## src/rtl/somador_pkg.sv

```systemverilog
// Shared definitions for the serial adder/subtractor: FSM encoding and sizing helpers.
package somador_pkg;

  typedef enum logic [1:0] {
    ST_IDLE = 2'd0,
    ST_RUN  = 2'd1,
    ST_DONE = 2'd2
  } state_e;

  // Number of RUN cycles needed to consume a full operand.
  function automatic int unsigned calc_ndig(int unsigned width, int unsigned digit);
    return width / digit;
  endfunction

  // Digit-counter width; at least one bit even when a single digit covers the operand.
  function automatic int unsigned cnt_width(int unsigned ndig);
    return (ndig <= 1) ? 1 : $clog2(ndig);
  endfunction

endpackage

```

## src/rtl/somador_serial_param_if.sv

```systemverilog
// Start/busy/done operand and result bundle of the serial adder/subtractor.
interface somador_serial_param_if #(
  parameter int unsigned WIDTH = 8
) ();

  logic             start;
  logic             sub;
  logic [WIDTH-1:0] a;
  logic [WIDTH-1:0] b;
  logic             busy;
  logic             done;
  logic [WIDTH-1:0] sum;
  logic             carry_out;
  logic             overflow;

  modport master (
    output start, sub, a, b,
    input  busy, done, sum, carry_out, overflow
  );

  modport slave (
    input  start, sub, a, b,
    output busy, done, sum, carry_out, overflow
  );

endinterface

```

## src/rtl/somador_digito.sv

```systemverilog
// Combinational DIGIT-bit ripple adder; also exposes the carry into its top bit.
module somador_digito #(
  parameter int unsigned DIGIT = 4
) (
  input  logic [DIGIT-1:0] x,
  input  logic [DIGIT-1:0] y,
  input  logic             cin,
  output logic [DIGIT-1:0] s,
  output logic             cout,
  output logic             c_msb
);

  logic [DIGIT:0] c;

  // Bitwise ripple chain from cin up to the digit carry out.
  always_comb begin
    s    = '0;
    c    = '0;
    c[0] = cin;
    for (int i = 0; i < DIGIT; i++) begin
      s[i]   = x[i] ^ y[i] ^ c[i];
      c[i+1] = (x[i] & y[i]) | (c[i] & (x[i] ^ y[i]));
    end
  end

  assign cout  = c[DIGIT];
  assign c_msb = c[DIGIT-1];

endmodule

```

## src/rtl/somador_serial_param.sv

```systemverilog
// Multi-cycle adder/subtractor: WIDTH-bit operands consumed DIGIT bits per clock, LSD first.
module somador_serial_param
  import somador_pkg::*;
#(
  parameter int unsigned WIDTH = 8,
  parameter int unsigned DIGIT = 4
) (
  input logic                    clk,
  input logic                    rst,
  somador_serial_param_if.slave  bus
);

  localparam int unsigned NDIG  = calc_ndig(WIDTH, DIGIT);
  localparam int unsigned CNT_W = cnt_width(NDIG);

  state_e             state_q, state_d;
  logic [WIDTH-1:0]   op_a_q, op_b_q;
  logic               carry_q;
  logic [CNT_W-1:0]   count_q;
  logic [WIDTH-1:0]   sum_q;
  logic               carry_out_q;
  logic               overflow_q;

  logic               accept;
  logic               last;
  logic [DIGIT-1:0]   d_s;
  logic               d_cout;
  logic               d_cmsb;
  logic [WIDTH-1:0]   sum_shift;

  // A start is honoured only when no operation is in flight.
  assign accept = bus.start && (state_q == ST_IDLE || state_q == ST_DONE);
  assign last   = (count_q == CNT_W'(NDIG - 1));

  somador_digito #(
    .DIGIT (DIGIT)
  ) u_digito (
    .x     (op_a_q[DIGIT-1:0]),
    .y     (op_b_q[DIGIT-1:0]),
    .cin   (carry_q),
    .s     (d_s),
    .cout  (d_cout),
    .c_msb (d_cmsb)
  );

  // New digit enters the result from the MSB side so the LSD ends up at bit 0.
  if (DIGIT == WIDTH) begin : g_single
    assign sum_shift = d_s;
  end else begin : g_multi
    assign sum_shift = {d_s, sum_q[WIDTH-1:DIGIT]};
  end

  // State register.
  always_ff @(posedge clk or posedge rst) begin
    if (rst) begin
      state_q <= ST_IDLE;
    end else begin
      state_q <= state_d;
    end
  end

  // Next-state logic; DONE behaves like IDLE for start so back-to-back ops have no gap.
  always_comb begin
    state_d = state_q;
    unique case (state_q)
      ST_IDLE: state_d = accept ? ST_RUN : ST_IDLE;
      ST_RUN:  state_d = last ? ST_DONE : ST_RUN;
      ST_DONE: state_d = accept ? ST_RUN : ST_IDLE;
      default: state_d = ST_IDLE;
    endcase
  end

  // Operand shift registers, carry, digit counter and result registers.
  always_ff @(posedge clk or posedge rst) begin
    if (rst) begin
      op_a_q      <= '0;
      op_b_q      <= '0;
      carry_q     <= 1'b0;
      count_q     <= '0;
      sum_q       <= '0;
      carry_out_q <= 1'b0;
      overflow_q  <= 1'b0;
    end else if (accept) begin
      // Subtraction as A + ~B + 1: the +1 rides in on the initial carry.
      op_a_q      <= bus.a;
      op_b_q      <= bus.sub ? ~bus.b : bus.b;
      carry_q     <= bus.sub;
      count_q     <= '0;
      sum_q       <= '0;
      carry_out_q <= 1'b0;
      overflow_q  <= 1'b0;
    end else if (state_q == ST_RUN) begin
      op_a_q      <= op_a_q >> DIGIT;
      op_b_q      <= op_b_q >> DIGIT;
      carry_q     <= d_cout;
      count_q     <= count_q + CNT_W'(1);
      sum_q       <= sum_shift;
      carry_out_q <= d_cout;
      if (last) begin
        overflow_q <= d_cmsb ^ d_cout;
      end
    end
  end

  // Outputs decoded from state and result registers.
  always_comb begin
    bus.busy      = (state_q == ST_RUN);
    bus.done      = (state_q == ST_DONE);
    bus.sum       = sum_q;
    bus.carry_out = carry_out_q;
    bus.overflow  = overflow_q;
  end

endmodule

```

## src/flat_wrapper.sv

```systemverilog
// flat-port wrapper written by rule: the top's interface ports become plain ports
module somador_serial_param_flat import somador_pkg::*;
#(
  parameter int unsigned WIDTH = 8,
  parameter int unsigned DIGIT = 4
)
  (clk, rst, bus_start, bus_sub, bus_a, bus_b, bus_busy, bus_done, bus_sum, bus_carry_out, bus_overflow);
  somador_serial_param_if #(.WIDTH(WIDTH)) bus_i ();
  input logic clk;
  input logic rst;
  input wire logic [$bits(bus_i.start)-1:0] bus_start;
  input wire logic [$bits(bus_i.sub)-1:0] bus_sub;
  input wire logic [$bits(bus_i.a)-1:0] bus_a;
  input wire logic [$bits(bus_i.b)-1:0] bus_b;
  output wire logic [$bits(bus_i.busy)-1:0] bus_busy;
  output wire logic [$bits(bus_i.done)-1:0] bus_done;
  output wire logic [$bits(bus_i.sum)-1:0] bus_sum;
  output wire logic [$bits(bus_i.carry_out)-1:0] bus_carry_out;
  output wire logic [$bits(bus_i.overflow)-1:0] bus_overflow;
  assign bus_i.start = bus_start;
  assign bus_i.sub = bus_sub;
  assign bus_i.a = bus_a;
  assign bus_i.b = bus_b;
  assign bus_busy = bus_i.busy;
  assign bus_done = bus_i.done;
  assign bus_sum = bus_i.sum;
  assign bus_carry_out = bus_i.carry_out;
  assign bus_overflow = bus_i.overflow;
  somador_serial_param #(.WIDTH(WIDTH), .DIGIT(DIGIT)) u_core (.clk(clk), .rst(rst), .bus(bus_i));
endmodule
```

## config.mk

```make
export PLATFORM = sky130hd
export DESIGN_NAME = somador_serial_param_flat
export DESIGN_NICKNAME = d
export VERILOG_FILES = /design/src/rtl/somador_pkg.sv /design/src/rtl/somador_serial_param_if.sv /design/src/rtl/somador_digito.sv /design/src/rtl/somador_serial_param.sv /design/src/flat_wrapper.sv
export SDC_FILE = /design/constraint.sdc
export NUM_CORES = 1
export LEC_CHECK = 0
export CORE_MARGIN = 2
export CORE_UTILIZATION = 30
export CTS_CLUSTER_DIAMETER = 80
export DETAILED_ROUTE_END_ITERATION = 8
export GPL_TIMING_DRIVEN = 0
export HOLD_SLACK_MARGIN = 0.08
export SETUP_SLACK_MARGIN = 0.2
export SLEW_MARGIN = 25
export SYNTH_ARGS = -nofsm -noshare
export SYNTH_HDL_FRONTEND = slang
export SYNTH_HIERARCHICAL = 1
export SYNTH_SLANG_ARGS = --single-unit
export TNS_END_PERCENT = 50
```

## constraint.sdc

```tcl
create_clock -name clk -period 5.45 [get_ports clk]
set_input_delay 0.8175 -clock clk [delete_from_list [all_inputs] [get_ports clk]]
set_output_delay 0.8175 -clock clk [all_outputs]
set_load 0.005 [all_outputs]
```

* Yosys cells after proc, flatten, opt, wreduce, memory -nomap -nowiden
Index checks and enable logic that the tools add are counted.
** Storage, ports and cells
- Output and inout port bits :: 12
- Bits in latches :: 0
- Memory bits (writable) :: 0
- Bits in read-only memories :: 0
- Logic and storage cells :: 58
- Memories :: 0
- Bits in registers :: 30
- Input bits :: 20
** Cells by class
- $lt $le $gt $ge :: 0
- Multipliers :: 0
- Equal/unequal tests :: 2
- Shift operators :: 0
- Muxes and demuxes :: 18
- Reductions and logical operators :: 7
- Add/subtract/negate cells :: 1
- Div/mod/pow operators :: 0
- Bitwise gates (word level) :: 22
** Operators by type and width (number)
- two-way mux 8 bit :: 7
- two-way mux 1 bit :: 9
- bitwise XOR 1 bit :: 9
- bitwise AND 1 bit :: 8
- NOT 8 bit :: 1
- bitwise OR 1 bit :: 4
- one-hot mux 2 bit (2 select lines) :: 1
- nonzero test 2 bit :: 2
- equality test 2 x 1 -> 1 bit (second input constant) :: 1
- equality test 2 bit (second input constant) :: 1
- logical NOT 2 bit :: 1
- two-way mux 2 bit :: 1
- AND reduction 2 bit :: 1
- OR reduction 2 bit :: 1
- adder 1 bit (second input constant) :: 1
- logical AND 1 bit :: 1
- logical OR 1 bit :: 1

* Depth between registers and ports, before layout
Gate-level depths: netlist of run 1.
- Depth in word-level cells :: 13
- Mapped depth :: 8
- Depth with buffers taken out :: 8

* Hierarchy
Netlist of run 1, hierarchy kept.
** Modules (own cells, without submodules)
- somador_serial_param :: cells an instance 98, area an instance 1263.7 µm², instances 1, seq. area each 750.7 µm²
- somador_digito :: cells an instance 12, area an instance 110.1 µm², instances 1, seq. area each 0.0 µm²

* Least setup slack after synthesis of run 1
OpenSTA, ideal clock, no wires.
- Path kind :: reg-to-reg
- From :: register u_core.op_b_q[0]
- To :: register u_core.carry_q
- Period minus slack after synthesis :: 2130 ps
- Path buffers :: 0
- Cell stages (with the launch flop) :: 9
- Required time :: 5324 ps
- Path slack :: 3320 ps
- Library setup time :: 126 ps
- Data arrival time :: 2004 ps
- Cells stage by stage :: dfrtp_1 -> fa_1 -> inv_1 -> fa_1 -> fa_1 -> inv_1 -> fa_1 -> and2_1 -> a221o_1
** On the way
- Cells in the longest elaborated chain, start to end :: 11
- Elaborated cells between the ends (all ways) :: 12
- Those cells by class :: mux: 2; bitwise: 10
** Ends and longest elaborated chain
- start, declared :: line somador_serial_param.sv:17 : logic [WIDTH-1:0] op_a_q, op_b_q;
- start signal, assigned :: line somador_serial_param.sv:86 : op_b_q <= bus.sub ? ~bus.b : bus.b;
- start signal, assigned :: line somador_serial_param.sv:94 : op_b_q <= op_b_q >> DIGIT;
- bitwise XOR 1 bit :: line somador_digito.sv:22 : c[i+1] = (x[i] & y[i]) | (c[i] & (x[i] ^ y[i]));
- bitwise AND 1 bit :: line somador_digito.sv:22
- bitwise OR 1 bit * :: line somador_digito.sv:22
- bitwise AND 1 bit * :: line somador_digito.sv:22
- bitwise OR 1 bit * :: line somador_digito.sv:22
- bitwise AND 1 bit * :: line somador_digito.sv:22
- bitwise OR 1 bit * :: line somador_digito.sv:22
- via u_core.d_cmsb :: line somador_serial_param.sv:28 : logic d_cmsb;
- bitwise AND 1 bit * :: line somador_digito.sv:22
- bitwise OR 1 bit * :: line somador_digito.sv:22
- via u_core.d_cout :: line somador_serial_param.sv:27 : logic d_cout;
- two-way mux 1 bit * :: line somador_serial_param.sv:92 : end else if (state_q == ST_RUN) begin
- two-way mux 1 bit * :: line somador_serial_param.sv:83 : end else if (accept) begin
- end signal, assigned :: line somador_serial_param.sv:87 : carry_q <= bus.sub;
- end signal, assigned :: line somador_serial_param.sv:95 : carry_q <= d_cout;
- end, declared :: line somador_serial_param.sv:18 : logic carry_q;
The timed path passes the listed nets; every way through them passes the cells marked *. The select of a mux whose other input is x is not followed.
A chain may end at the register's enable or synchronous reset.

* Worst setup path in the final report of run 1
- From :: register u_core.state_q[0]
- To :: output port bus_busy
** On the way
- Cells in the longest elaborated chain, start to end :: 1
** Ends and longest elaborated chain
- start, declared :: line somador_serial_param.sv:16 : state_e state_q, state_d;
- start signal, assigned :: line somador_serial_param.sv:58 : state_q <= state_d;
- equality test 2 x 1 -> 1 bit :: line somador_serial_param.sv:107 : bus.busy = (state_q == ST_RUN);
- end, declared :: line flat_wrapper.sv:15 : output wire logic [$bits(bus_i.busy)-1:0] bus_busy;
Every way passes these cells.

==> impl_metrics.csv, run 1 <==
group,metric,value,unit
sta,post-route-period-util,47.4,%
global_route,antenna_found_initial,0,
synthesis,synth_area_leaders,"dfrtp_1 (55%), a22o_1 (11%), fa_1 (5.8%)",
synthesis,avgSynthCellArea,12.5,um^2
route,drc,0,
final_layout,final_util,41.6,%
sta,fmax,0.387,GHz
clocking,clock-root-buffer,"clkbuf_8",
worst_setup_path,crit_slowest_cell,"clkdlybuf4s50_1",
min_path,hold-path-cell-count,1,
floorplanning,die_h,71.7,um
clocking,cts_tree,"yes",
final_layout,syn_to_final_growth,32.6,%
global_route,grt_usage,11.6,%
clocking,clk_pin_slew,0.06,ns
final_layout,insertedDiodeCount,0,
global_route,grt_remaining_overflow,0,
worst_setup_path,critPathLaunchType,"register",
min_path,hold_start,"u_core/bus.carry_out",
synthesis,yosys.area.top_type,"dfrtp_1",
power,power.total,1.03,mW
min_path,hold_class,"register to register",
floorplanning,num_rows,24,
synthesis,syn-num-nets,134,
floorplanning,pin_count,32,
sta,period_minus_slack,2.58,ns
worst_setup_path,cpPeakStageDelay,0.53,ns
global_route,grt_pass1_wl,4.48,mm
synthesis,ys_ff_latch,30,
sta,hold_viol,0,
outcome,status,"finished clean",
worst_setup_path,crit_chain,"nor2b_1, buf_4, buf_2, clkdlybuf4s50_1",
min_path,hold_end,"u_core/bus.carry_out",
floorplanning,die_x,71.7,um
sta,worst_pin_slew,0.605,ns
floorplanning,core,0.00438,mm^2
route,first_iter_violations,56,
placed_design,hpwl,1.98,mm
sta,slew_viol_final,0,
clocking,cts_made_buffers,5,
synthesis,syn_inst,110,
clocking,post_cts_buffers,0,
worst_setup_path,cp_data_arrival_time,1.77,ns
sta,slew-limit-headroom,59.6,%
sta,rsz0062_at_grt,"no",
synthesis,yosys_warnings,6,
sta,setup_viol,0,
worst_setup_path,path_buf_inv,3,
placed_design,globalplace.congestion,0.736,
worst_setup_path,path_max_fanout,10,
worst_setup_path,rr_worst_depth,8,
worst_setup_path,r2r_end,"u_core/carry_q",
global_route,grt_max_degree,31,
flow_run,cap_violations,0,
clocking,clock_latency,0.27,ns
power,leakagePower,0.850,nW
power,p_per_area,565,mW/mm^2
final_layout,layout-drive-gt1-share,11.6,%
global_route,grt_pass1_vias,942,
floorplanning,dieArea,0.00514,mm^2
worst_setup_path,cp-end-kind,"primary output",
synthesis,syn_area,0.00137,mm^2
clocking,cts_resized,0,
sta,tns,0,ns
route,wl,2.67,mm
final_layout,nNetsFinal,171,
worst_setup_path,cp_top_family,"buffers and inverters",
sta,skew,0.00243,ns
route,wire_per_inst,13.5,um
worst_setup_path,r2r_start,"u_core/op_b_q[0]",
synthesis,ys_types,25,
worst_setup_path,cp.required,4.63,ns
route,dr.pass1.iters,4,
placed_design,numPortBuffers,30,
power,vdd_drop_max,149,uV
clocking,ctsHoldBuffers,0,
route,ant_nets,0,
route,via_per_inst,4.80,
worst_setup_path,worstSetupPathDepth,4,
floorplanning,initial_core_util,31.3,%
synthesis,synth_top_area_share,54.6,%
route,dr_total_vias,951,
worst_setup_path,setup.worst_path.class,"register to primary output",
clocking,htree_levels,2,
clocking,cts.sinks,30,
synthesis,ys_seq_area_share,54.6,%
clocking,clk_path_buf_depth,2,
final_layout,final_cell_mix,"clkdlybuf4s50_1 (30), dfrtp_1 (30), a22o_1 (18)",
worst_setup_path,reg2reg_slack,3.23,ns
==> final cells by class <==
cell class | count | area (um^2)
fillers | 417 | 2560
flip-flops and latches | 30 | 751
multi-input cells | 62 | 536
repair buffers | 30 | 300
clock buffers | 6 | 82.6
well taps | 52 | 65.1
plain buffers | 8 | 50.0
inverters | 10 | 37.5
==> synth_stat cells <==
library cell	instances
dfrtp_1	30
a22o_1	18
inv_1	10
a21o_1	5
xnor2_1	5
buf_2	4
fa_1	4
nor2_1	4
xor2_1	4
a211oi_1	3
a221o_1	3
and2_1	2
buf_4	2
mux2i_1	2
nand2_1	2
nor2b_1	2
o21ai_1	2
a21oi_1	1
buf_6	1
clkbuf_1	1
mux2_4	1
nand2b_1	1
nor2_4	1
nor2b_2	1
o21ai_0	1
==> layer usage <==
metal,wire length [um],global-route usage [%],vias to the layer above
met3,147,3.52,5
met2,1270,17.5,25
li1,-,-,452
met1,1210,14.8,469
met4,44,6.92,0
met5,0,0,-
==> worst reg2reg max path, cell delays in order (launching register included) <==
cell     delay [ns]
dfrtp_1        0.40
fa_1           0.41
inv_1          0.07
fa_1           0.18
fa_1           0.16
inv_1          0.06
fa_1           0.39
and2_1         0.18
a221o_1        0.25
==> stage by stage <==
step           area (um^2)  hold slack (ns)  worst slack (ns)  cells
6_report              1820            0.481              2.87    198
5_1_grt               1820            0.500              2.75    198
4_1_cts               1820            0.486              2.84    198
3_5_place_dp          1740            0.473              3.14    192
3_3_place_gp          1740            0.469              3.18    192
2_1_floorplan         1370            0.449              3.32    110
==> where the power goes <==
part	switching [mW]	leakage (nW)	internal [mW]
logic	0.213	0.423	0.261
clock network	0.0712	0.0431	0.0970
registers	0.0642	0.384	0.323
total	0.348	0.850	0.682
==> state kept, by name (all words and copies together), names as in the netlist <==
| name | cells |
|---|---|
| u_core/bus.sum | 8 |
| u_core/op_b_q | 8 |
| u_core/bus.carry_out | 1 |
| u_core/bus.overflow | 1 |
| u_core/op_a_q | 8 |
| u_core/state_q | 2 |
| u_core/carry_q | 1 |
| u_core/count_q | 1 |
==> how the worst max path moves through the flow <==
| stage | startpoint | slack, ns | end |
|---|---|---|---|
| global placement | u_core/state_q[0] | 3.18 | bus_busy |
| CTS | u_core/state_q[0] | 2.84 | bus_busy |
| finish | u_core/state_q[0] | 2.87 | bus_busy |
| floorplan | u_core/op_b_q[0] | 3.32 | u_core/carry_q |
| global route | u_core/state_q[0] | 2.75 | bus_busy |
| detailed placement | u_core/state_q[0] | 3.14 | bus_busy |
==> cell families after synthesis <==
group           after synthesis  share of synthesized area, %
xor+xnor                      9                          5.74
simple gates                 13                          5.37
flops                        30                          54.6
compound gates               33                          19.5
buf+inv                      18                          6.37
fa+ha+maj                     4                          5.83
mux                           3                          2.55
(Power assumes the default switching activity.)
==> run 2, diff against run 1 <==
==> constraint.sdc (replaced) <==
create_clock -name clk -period 2.35 [get_ports clk]
set_input_delay 0.3525 -clock clk [delete_from_list [all_inputs] [get_ports clk]]
set_output_delay 0.3525 -clock clk [all_outputs]
set_load 0.005 [all_outputs]
==> run 2 against run 1 <==
Combinational power grew 140%. Core utilization rose by 0.68 points. Highest routed layer unchanged. Sequential power grew 130%. Critical endpoint is now u_core/bus.sum[7]. Largest cell class unchanged.
==> impl_metrics.csv, run 2 (synthesis gave the netlist of run 1 again) <==
group,metric,value,unit
outcome,status,"finished clean",
clocking,clk_pin_slew,0.05,ns
worst_setup_path,cp-end-kind,"register",
final_layout,final_cells,200,
worst_setup_path,path_max_fanout,2,
floorplanning,dieArea,0.00514,mm^2
worst_setup_path,setup.worst_path.class,"register to register",
floorplanning,pin_count,32,
sta,period_minus_slack,2.15,ns
power,p_per_area,1320,mW/mm^2
clocking,clock-root-buffer,"clkbuf_8",
worst_setup_path,rr_worst_depth,7,
clocking,cts_tree,"yes",
global_route,grt_pass1_vias,954,
final_layout,layout-drive-gt1-share,17.6,%
sta,hold_viol,0,
global_route,grt_pass1_wl,4.47,mm
worst_setup_path,cp_data_arrival_time,2.31,ns
sta,tns,0,ns
floorplanning,core,0.00438,mm^2
clocking,clk_path_buf_depth,2,
placed_design,numPortBuffers,30,
route,ant_nets,0,
placed_design,pre_cts_slack,0.124,ns
power,vdd_drop_max,347,uV
placed_design,globalplace.congestion,0.736,
worst_setup_path,critPathLaunchType,"register",
route,wire_per_inst,13.4,um
worst_setup_path,r2r_start,"u_core/op_a_q[0]",
floorplanning,die_h,71.7,um
sta,post-route-period-util,91.6,%
route,dr_total_vias,958,
worst_setup_path,cp.required,2.51,ns
sta,worst_slack,0.197,ns
sta,slew-limit-headroom,59.5,%
flow_run,cap_violations,0,
route,drc,0,
route,via_per_inst,4.79,
placed_design,hpwl,1.98,mm
placed_design,dpl.cell_count,192,
global_route,grt_usage,11.6,%
sta,fmax,0.464,GHz
sta,setup_viol,0,
clocking,htree_levels,2,
route,dr.pass1.iters,4,
clocking,cts_made_buffers,5,
clocking,clock_latency,0.27,ns
floorplanning,initial_core_util,31.3,%
worst_setup_path,r2r_end,"u_core/bus.sum[7]",
final_layout,syn_to_final_growth,34.8,%
sta,hold-worst-slack,0.478,ns
clocking,cts.sinks,30,
final_layout,final_cell_mix,"clkdlybuf4s50_1 (30), dfrtp_1 (30), a22o_1 (18)",
floorplanning,num_rows,24,
sta,skew,0.00295,ns
global_route,grt_remaining_overflow,0,
final_layout,insertedDiodeCount,0,
min_path,hold_class,"primary input to async pin",
power,power.total,2.45,mW
route,first_iter_violations,42,
floorplanning,die_x,71.7,um
sta,worst_pin_slew,0.606,ns
sta,slew_viol_final,0,
final_layout,nNetsFinal,173,
global_route,antenna_found_initial,0,
route,wl,2.68,mm
clocking,ctsHoldBuffers,0,
power,leakagePower,0.857,nW
sta,rsz0062_at_grt,"yes",
worst_setup_path,reg2reg_slack,0.20,ns
global_route,grt_max_degree,31,
==> run 2: cell count changes in the layout (fill, tap and decap cells not counted), moves of 2 or more <==
cell   change
inv_1      -2
buf_4      +3
fa_2       +4
inv_2      +2
fa_1       -4
==> run 2: per-layer routing <==
metal	vias to the layer above	global-route usage (%)	wire, um
li1	456	-	-
met1	471	14.5	1190
met2	26	17.8	1290
met3	5	3.52	152
met4	0	6.92	44
met5	-	0	0
==> run 2: area by class of cell <==
class | count | area [um^2]
Sequential cell | 30 | 751
Inverter | 10 | 37.5
Tap cell | 52 | 65.1
Fill cell | 415 | 2530
Multi-Input combinational cell | 62 | 548
Clock buffer | 6 | 82.6
Buffer | 8 | 52.6
Timing Repair Buffer | 32 | 315
==> run 2: per-stage QoR <==
step                area (um^2)  utilization [%]
CTS                        1840             42.0
global placement           1740             39.7
floorplan                  1370                -
detailed placement         1740             39.7
global route               1850             42.2
finish                     1850             42.2
==> run 2: worst max-delay path, cell delays in order, from the launching register on <==
cell	delay, ns
dfrtp_1	0.38
fa_2	0.21
inv_2	0.04
fa_2	0.35
fa_2	0.34
inv_2	0.08
fa_2	0.44
a22o_1	0.21
==> run 2: worst max-delay path by stage <==
| stage | startpoint | to | depth (start not counted) |
|---|---|---|---|
| 2_1_floorplan | u_core/op_b_q[0] | u_core/carry_q | 8 |
| 3_3_place_gp | u_core/op_b_q[0] | u_core/carry_q | 8 |
| 3_5_place_dp | u_core/op_b_q[0] | u_core/carry_q | 8 |
| 4_1_cts | u_core/op_a_q[0] | u_core/bus.sum[7] | 7 |
| 5_1_grt | u_core/carry_q | u_core/bus.sum[7] | 7 |
| 6_report | u_core/op_a_q[0] | u_core/bus.sum[7] | 7 |
==> run 2: power breakdown <==
part	switching, mW	total (mW)	internal (mW)
clock	0.165	0.390	0.225
combinational	0.508	1.16	0.650
sequential	0.150	0.900	0.750
==> run 2: timing repair <==
item                       CTS  global route
gates resized for setup      7             2
setup endpoints to repair    3             4
setup buffers                1             1
pin swaps                    1             1
